**src/rtl/hilo_muldiv_ctrl.sv**
```systemverilog
// HI/LO multiply/divide unit: 32-step shift-add multiply and restoring divide on magnitudes,
// with sign fix-up, mthi/mtlo writes and a pipeline stall request.
module hilo_muldiv_ctrl (
  input  logic        clk,
  input  logic        rst_n,
  input  logic        start,
  input  logic [1:0]  op,
  input  logic [31:0] rs_val,
  input  logic [31:0] rt_val,
  input  logic        mthi,
  input  logic        mtlo,
  input  logic [31:0] mt_data,
  input  logic        hilo_rd,
  output logic [31:0] hi,
  output logic [31:0] lo,
  output logic        busy,
  output logic        done,
  output logic        stall,
  output logic        div_zero
);

  typedef enum logic [1:0] {IDLE, CALC, FIX} state_t;

  state_t      state_reg;
  logic [4:0]  count_reg;
  logic        is_div_reg;
  logic        neg_q_reg;
  logic        neg_r_reg;
  logic [31:0] divisor_reg;
  logic [31:0] work_hi_reg;
  logic [31:0] work_lo_reg;

  // op[0] clear selects the signed variants (MULT, DIV)
  logic        signed_op;
  logic        div_by_zero;
  logic [31:0] mag_a;
  logic [31:0] mag_b;

  assign signed_op   = ~op[0];
  assign div_by_zero = op[1] && (rt_val == 32'd0);
  assign mag_a       = (signed_op && rs_val[31]) ? -rs_val : rs_val;
  assign mag_b       = (signed_op && rt_val[31]) ? -rt_val : rt_val;

  logic [32:0] mul_sum;
  logic [31:0] mul_hi_next;
  logic [31:0] mul_lo_next;
  logic [32:0] div_part;
  logic [31:0] div_diff;
  logic        div_ge;
  logic [31:0] div_hi_next;
  logic [31:0] div_lo_next;
  logic [63:0] prod_fixed;
  logic [31:0] fix_hi;
  logic [31:0] fix_lo;

  always_comb begin
    mul_sum     = {1'b0, work_hi_reg} + (work_lo_reg[0] ? {1'b0, divisor_reg} : 33'd0);
    mul_hi_next = mul_sum[32:1];
    mul_lo_next = {mul_sum[0], work_lo_reg[31:1]};

    // Partial remainder is always below the divisor, so the difference fits in 32 bits
    div_part    = {work_hi_reg, work_lo_reg[31]};
    div_ge      = div_part >= {1'b0, divisor_reg};
    div_diff    = div_part[31:0] - divisor_reg;
    div_hi_next = div_ge ? div_diff : div_part[31:0];
    div_lo_next = {work_lo_reg[30:0], div_ge};

    prod_fixed  = neg_q_reg ? -{work_hi_reg, work_lo_reg} : {work_hi_reg, work_lo_reg};
    if (is_div_reg) begin
      fix_lo = neg_q_reg ? -work_lo_reg : work_lo_reg;
      fix_hi = neg_r_reg ? -work_hi_reg : work_hi_reg;
    end else begin
      fix_hi = prod_fixed[63:32];
      fix_lo = prod_fixed[31:0];
    end
  end

  assign stall = (busy & (start | mthi | mtlo | hilo_rd)) | (~busy & start & (mthi | mtlo));

  always_ff @(posedge clk) begin
    if (!rst_n) begin
      state_reg   <= IDLE;
      count_reg   <= 5'd0;
      is_div_reg  <= 1'b0;
      neg_q_reg   <= 1'b0;
      neg_r_reg   <= 1'b0;
      divisor_reg <= 32'd0;
      work_hi_reg <= 32'd0;
      work_lo_reg <= 32'd0;
      hi          <= 32'd0;
      lo          <= 32'd0;
      busy        <= 1'b0;
      done        <= 1'b0;
      div_zero    <= 1'b0;
    end else begin
      done <= 1'b0;
      case (state_reg)
        IDLE: begin
          if (start) begin
            if (div_by_zero) begin
              div_zero <= 1'b1;
              done     <= 1'b1;
            end else begin
              is_div_reg  <= op[1];
              neg_q_reg   <= signed_op & (rs_val[31] ^ rt_val[31]);
              neg_r_reg   <= signed_op & op[1] & rs_val[31];
              divisor_reg <= mag_b;
              work_hi_reg <= 32'd0;
              work_lo_reg <= mag_a;
              count_reg   <= 5'd0;
              div_zero    <= 1'b0;
              busy        <= 1'b1;
              state_reg   <= CALC;
            end
          end else begin
            if (mthi) hi <= mt_data;
            if (mtlo) lo <= mt_data;
          end
        end
        CALC: begin
          if (is_div_reg) begin
            work_hi_reg <= div_hi_next;
            work_lo_reg <= div_lo_next;
          end else begin
            work_hi_reg <= mul_hi_next;
            work_lo_reg <= mul_lo_next;
          end
          count_reg <= count_reg + 5'd1;
          if (count_reg == 5'd31) state_reg <= FIX;
        end
        FIX: begin
          hi        <= fix_hi;
          lo        <= fix_lo;
          done      <= 1'b1;
          busy      <= 1'b0;
          state_reg <= IDLE;
        end
        default: begin
          busy      <= 1'b0;
          state_reg <= IDLE;
        end
      endcase
    end
  end

endmodule

```
**config.mk**
```make
export PLATFORM = sky130hd
export DESIGN_NAME = hilo_muldiv_ctrl
export DESIGN_NICKNAME = d
export VERILOG_FILES = /design/src/rtl/hilo_muldiv_ctrl.sv
export SDC_FILE = /design/constraint.sdc
export NUM_CORES = 1
export LEC_CHECK = 0
export CAP_MARGIN = 25
export CORE_MARGIN = 2
export CORE_UTILIZATION = 65
export CTS_CLUSTER_DIAMETER = 60
export DETAILED_ROUTE_END_ITERATION = 10
export DONT_BUFFER_PORTS = 1
export PLACE_DENSITY = 0.81
export RECOVER_POWER = 100
export SYNTH_ARGS = -nofsm -noshare
export SYNTH_HDL_FRONTEND = slang
export SYNTH_SLANG_ARGS = --single-unit
```
**constraint.sdc**
```tcl
create_clock -name clk -period 3.9 [get_ports clk]
set_input_delay 0.195 -clock clk [delete_from_list [all_inputs] [get_ports clk]]
set_output_delay 0.195 -clock clk [all_outputs]
set_load 0.01 [all_outputs]
```
==> impl_metrics.yaml, run 1 <==
status:
  run_status: "finished with violations"
  violations: "capacitance limit, slew limit"
drt:
  wire_per_inst_microns: 21.51
  dr.pass1.iters: 5
  ant_nets: 0
  drc: 0
  vias: 14000
  routed_via_density: 6.680
  wl_mm: 45.07
  drt_iter0_drc: 1429
placement:
  portBuffers: 0
  globalplace.congestion: 1.086
  hpwl_mm: 33.99
timing:
  slew_viol_final: 22
  fin_crit_ns: 3.796
  fin_crit_sh_pct: 97.33
  tightest_slew_ns: 2.081
  max_slew_margin_pct: -38.82
  timing.fmax_mhz: 263.5
  fin_skew_ns: 0.01429
  rsz0062_at_grt: "yes"
  setup_violations: 0
  final.setup.tns_ns: 0
  hold_viol_final: 0
global_routing:
  grtUsageMet2_pct: 60.34
  met1_usage_pct: 53.67
  grt_usage_pct: 38.89
  grt_pass1_wl_mm: 69.21
  met3_usage_pct: 6.667
  overflow: 0
  antenna_found_initial: 1
  busiest_layer: "met2"
  grt_max_degree: 93
  grt_pass1_vias: 13240
synth:
  synth.net_count: 1985
  synth_edf_count: 0
  yosysTopAreaCell: "dfxtp_1"
  synth_area_leaders: "dfxtp_1 (25%), mux2i_1 (7.5%), xnor2_1 (7.2%)"
  netlist.area_leader.share_pct: 24.85
  seq_area_frac_synth_pct: 24.85
  yosys_warnings: 0
  netlist_instances: 1809
  syn-mean-instance-area_sq_um: 7.703
  synth_area_sq_um: 13930
  synth-seq-cells: 173
  synthTopCellsByCount: "nor2_1 (196), dfxtp_1 (173), nand2_1 (152)"
  ys_types: 77
  synth_ff_type: "dfxtp_1"
  yosysMostFrequentCell: "nor2_1"
  async_reset_ff_share_pct: 0
worst_hold_path:
  worstHoldPathCells: 3
  hold_start: "rt_val[30]"
  hold_path_class: "primary input to flop"
  min_to: "divisor_reg[30]"
cells_and_area:
  utilization_pct: 72.31
  final-seq-area_sq_um: 3465
  multiInputGateArea_sq_um: 9777
  fill_cells: 1711
  layout-drive-gt1-share_pct: 7.147
  nets: 1982
  syn2layout_area_growth_pct: 9.078
clocking:
  cts_max_path_buffers: 2
  cts-root-buf: "clkbuf_16"
  cts_tree: "built"
  worstSkewPairLatency_ns: 0.44
  cts_made_buffers: 17
  clock-sinks: 173
  clkTransAtPathRegs_ns: 0.08
  post_cts_buffers: 0
  htree_levels: 4
die:
  die-area_sq_um: 22620
  core_area_sq_um: 21020
  die_h_microns: 150.4
  io_pins: 172
  rows: 53
  die_x_microns: 150.4
  start_util_pct: 66.29
power_and_ir_drop:
  leakagePower_uw: 0.005988
  p_per_area_nw_per_um2: 329.6
  peakVddDrop_v: 0.0002813
critical_path:
  path_class: "primary input to flop"
  cp-start-kind: "primary input"
  reg2reg_slack_ns: 0.17
  r2r_start: "work_hi_reg[1]"
  critPathMaxFanout: 14
  worstSetupEndpointType: "flop"
  required_ns: 4.23
  r2r_end: "work_hi_reg[4]"
  r2r.worst_path.cells: 10
  critical_path_arrival_ns: 4.13
flow_run:
  cap_violations: 1
## power breakdown
| part | switching (uW) | total (uW) | internal [uW] |
|---|---|---|---|
| logic | 725 | 1200 | 480 |
| registers | 134 | 2000 | 1870 |
| clock network | 914 | 1800 | 888 |
| total | 1770 | 5010 | 3240 |
## routing by layer
layer / routed length (microns) / up-vias
met4: 1580 / 0
met1: 18970 / 6570
met2: 20050 / 777
li1: - / 6542
met3: 4477 / 106
met5: 0 / -
## layout make-up
class | count | share of cell area (%)
Antenna cell | 1 | 0.01646
Tap cell | 275 | 2.264
Clock buffer | 17 | 2.799
Multi-Input combinational cell | 1456 | 64.32
Clock inverter | 15 | 1.342
Sequential cell | 173 | 22.79
Inverter | 68 | 1.688
Timing Repair Buffer | 90 | 4.774
## per-stage QoR
| step | power [uW] | hold slack, ns | instances | worst slack [ns] | instance area [sq um] |
|---|---|---|---|---|---|
| floorplan | 2874 | 0.3310 | 1809 | 0.5363 | 13930 |
| global placement | 3160 | 0.3412 | 2028 | 0.1624 | 14320 |
| detailed placement | 3189 | 0.3377 | 2029 | 0.1186 | 14330 |
| CTS | 4988 | 0.001249 | 2092 | 0.06265 | 15270 |
| global route | 5191 | 0.008426 | 2094 | -0.03538 | 15200 |
| finish | 5009 | 0.007120 | 2095 | 0.1043 | 15200 |
## how the worst max path moves through the flow
stage | startpoint | endpoint | slack [ns] | cells past startpoint
floorplan | work_lo_reg[0] | work_hi_reg[27] | 0.54 | 12
global placement | work_lo_reg[0] | work_hi_reg[27] | 0.16 | 11
detailed placement | work_lo_reg[0] | work_hi_reg[27] | 0.12 | 11
CTS | work_lo_reg[0] | work_hi_reg[27] | 0.06 | 11
global route | work_lo_reg[0] | work_hi_reg[30] | -0.04 | 13
finish | rt_val[6] | work_hi_reg[23] | 0.10 | 9
## cell families after synthesis
logic type | after synthesis | synth area share (%)
AND/OR/NAND/NOR | 558 | 18.97
AO/OA/AOI/OAI | 532 | 24.83
flip-flops | 173 | 24.85
adder cells (fa/ha/maj) | 72 | 6.573
XOR/XNOR | 167 | 10.50
buffers and inverters | 180 | 4.956
multiplexers | 127 | 9.320
## what timing repair did
| action | in CTS | in global routing |
|---|---|---|
| setup endpoints to repair | 0 | 4 |
| hold buffers | 31 | 0 |
| gates resized for setup | 0 | 2 |
| hold endpoints to repair | 57 | 0 |
## cells in the final DEF, fill, tap and decap left out, types with 22 or more instances in the layout
cell type,synthesis,routed
nor2_1,196,195
xor2_1,52,52
inv_1,67,66
dfxtp_1,173,172
o31ai_1,25,25
mux2i_1,105,105
nor3_1,33,33
ha_1,70,70
o211ai_1,31,31
a211oi_1,69,69
nand3_1,33,33
a21oi_1,149,148
a21o_1,28,28
dlygate4sd3_1,0,31
buf_4,0,46
nand2_1,152,151
o21ai_0,114,114
xnor2_1,115,115
mux2_2,22,22
## critical path, cell delays in order
cell,delay [ns]
or4_1,0.58
nor4_1,0.49
nand2_1,0.29
or4_1,0.65
a21oi_1,0.32
o21a_1,0.53
clkbuf_1,0.73
a22oi_1,0.19
o31ai_1,0.13
(Power assumes the default switching activity.)
==> run 2: changes to the inputs <==
- ABC_AREA: unset -> 1
- CORE_UTILIZATION: 65 -> 54
- PLACE_DENSITY: 0.81 -> 0.71
==> run 2 against run 1 <==
  * The flow still finishes with violations (capacitance limit, slew limit)
  * Clock power increased by 7%
  * Clock skew increased by 0.0057 ns
  * Routed wire length grew 58%
  * Die area up 48%
  * Core utilization fell by 13 points
  * Final cell count increased by 69%
  * Via count up 52%
  * Critical path depth stayed put
  * Global-route usage increased by 2.4 points
  * First-iteration DRC count rose by 89%
  * Largest power group unchanged
==> impl_metrics.yaml, run 2 <==
global_routing:
  grt_pass1_wl_mm: 106.9
  overflow: 0
  grt_usage_pct: 41.29
  met3_usage_pct: 10.03
  grt_max_degree: 66
  antenna_found_initial: 2
  grtUsageMet2_pct: 58.69
  busiest_layer: "met1"
  grt_pass1_vias: 18750
  met1_usage_pct: 60.94
synth:
  synth.net_count: 3282
  yosysMostFrequentCell: "nand2_1"
  synth_ff_type: "dfxtp_1"
  syn-mean-instance-area_sq_um: 5.559
  synth-seq-cells: 173
  yosys_warnings: 0
  netlist.area_leader.share_pct: 20.06
  synthTopCellsByCount: "nand2_1 (874), inv_1 (464), nand3_1 (303)"
  seq_area_frac_synth_pct: 20.06
  ys_types: 48
  yosysTopAreaCell: "dfxtp_1"
  async_reset_ff_share_pct: 0
  synth_edf_count: 0
  synth_area_leaders: "dfxtp_1 (20%), nand2_1 (19%), inv_1 (10%)"
  synth_area_sq_um: 17270
  netlist_instances: 3106
timing:
  rsz0062_at_grt: "no"
  fin_crit_ns: 3.361
  fin_skew_ns: 0.01996
  hold_viol_final: 0
  tightest_slew_ns: 2.575
  slew_viol_final: 104
  max_slew_margin_pct: -71.68
  fin_crit_sh_pct: 86.18
  setup_violations: 0
  final.setup.tns_ns: 0
  timing.fmax_mhz: 297.5
drt:
  drc: 0
  wire_per_inst_microns: 20.09
  drt_iter0_drc: 2695
  routed_via_density: 6.004
  dr.pass1.iters: 7
  ant_nets: 0
  wl_mm: 71.01
  vias: 21220
die:
  rows: 65
  io_pins: 172
  die-area_sq_um: 33420
  die_x_microns: 182.8
  core_area_sq_um: 31560
  die_h_microns: 182.8
  start_util_pct: 54.72
cells_and_area:
  finalInstanceArea_sq_um: 18850
  final_cell_mix: "nand2_1 (877), inv_1 (463), nand3_1 (303)"
  syn2layout_area_growth_pct: 9.174
  layout-drive-gt1-share_pct: 4.246
  nets: 3295
  final_common_cell: "nand2_1"
clocking:
  htree_levels: 4
  cts_max_path_buffers: 2
  cts_tree: "built"
  cts_resized: 0
  cts_made_buffers: 17
  clock-sinks: 173
  worstSkewPairLatency_ns: 0.47
  cts-root-buf: "clkbuf_16"
  clkTransAtPathRegs_ns: 0.08
critical_path:
  r2r_start: "state_reg[0]"
  critical_path_arrival_ns: 3.74
  critPathMaxFanout: 60
  worstSetupStartpoint: "state_reg[0]"
  path_class: "flop to flop"
  required_ns: 4.28
  reg2reg_slack_ns: 0.54
  worstSetupEndpointType: "flop"
  cp-start-kind: "flop"
  r2r.worst_path.cells: 9
flow_run:
  cap_violations: 2
placement:
  portBuffers: 0
  placed_area_sq_um: 17550
  globalplace.congestion: 1.064
  hpwl_mm: 54.70
status:
  run_status: "finished with violations"
  violations: "capacitance limit, slew limit"
worst_hold_path:
  hold_path_class: "primary input to flop"
  hold_start: "rs_val[8]"
  worstHoldPathCells: 4
power_and_ir_drop:
  peakVddDrop_v: 0.0003386
  p_total_uw: 5922
  p_per_area_nw_per_um2: 314.2
  leakagePower_uw: 0.009144
[run 2: changes by cell type in the layout (fill, tap and decap cells not counted), sizes merged, moves of 99 or more]
cell / previous run / this run
a21oi: 149 / 253
inv: 72 / 479
mux2i: 105 / 0
nand2: 152 / 889
nand3: 33 / 307
nor2: 196 / 298
o21ai: 115 / 232
xnor2: 115 / 16
[run 2: critical path, cell delays in order, from the launching register on]
cell	delay (ns)
dfxtp_1	0.36
nor2_1	0.26
inv_1	0.07
nor2_1	0.53
clkbuf_1	0.48
a21oi_1	0.20
clkbuf_2	0.65
o21ai_0	0.47
inv_1	0.09
a21oi_1	0.14
[run 2: layout make-up]
cell class                      count  area (sq um)
Sequential cell                   173          3465
Fill cell                        3144         12700
Multi-Input combinational cell   2340         11450
Clock buffer                       17         425.4
Tap cell                          402         503.0
Clock inverter                     15         219.0
Antenna cell                        1         2.502
Timing Repair Buffer              111         997.2
Inverter                          476          1788
[run 2: routing by layer]
layer  part of all wire [%]  vias up  wire, microns
met5                  0.020        -             14
met4                    3.2        2           2299
met3                     14      127           9641
met2                     39     1421          28030
met1                     44     9560          31020
li1                       -    10110              -
[run 2: kinds of logic after synthesis]
family	Yosys count	synth area share, %
AO/OA/AOI/OAI	588	18.18
XOR/XNOR	39	1.978
adder cells (fa/ha/maj)	72	5.304
buffers and inverters	593	13.53
flip-flops	173	20.06
AND/OR/NAND/NOR	1641	40.95
[run 2: stage by stage]
step                hold slack, ns  util (%)  worst slack (ns)  instances
finish                     0.01595     59.74            0.5388       3535
global placement            0.3008     55.58            0.8575       3429
CTS                       0.001370     59.96            0.7949       3534
floorplan                   0.3328         -             1.354       3106
global route               0.01943     59.73            0.3350       3534
detailed placement          0.3062     55.60            0.8177       3430
[run 2: what timing repair did]
| action | 4_1_cts | 5_1_grt |
|---|---|---|
| hold buffers | 72 | 0 |
| endpoints found under the setup margin | 0 | 0 |
| setup buffers | 0 | 0 |
| endpoints found under the hold margin | 114 | 0 |
[run 2: final timing paths]
check,endpoint
min reg2reg,count_reg[4]
max reg2reg,hi[28]
max,hi[28]
min,work_lo_reg[8]
[run 2: power by group]
part	switching (uW)	internal, uW	total [uW]
registers	174	1880	2050
clock network	933	994	1930
logic	1340	603	1940
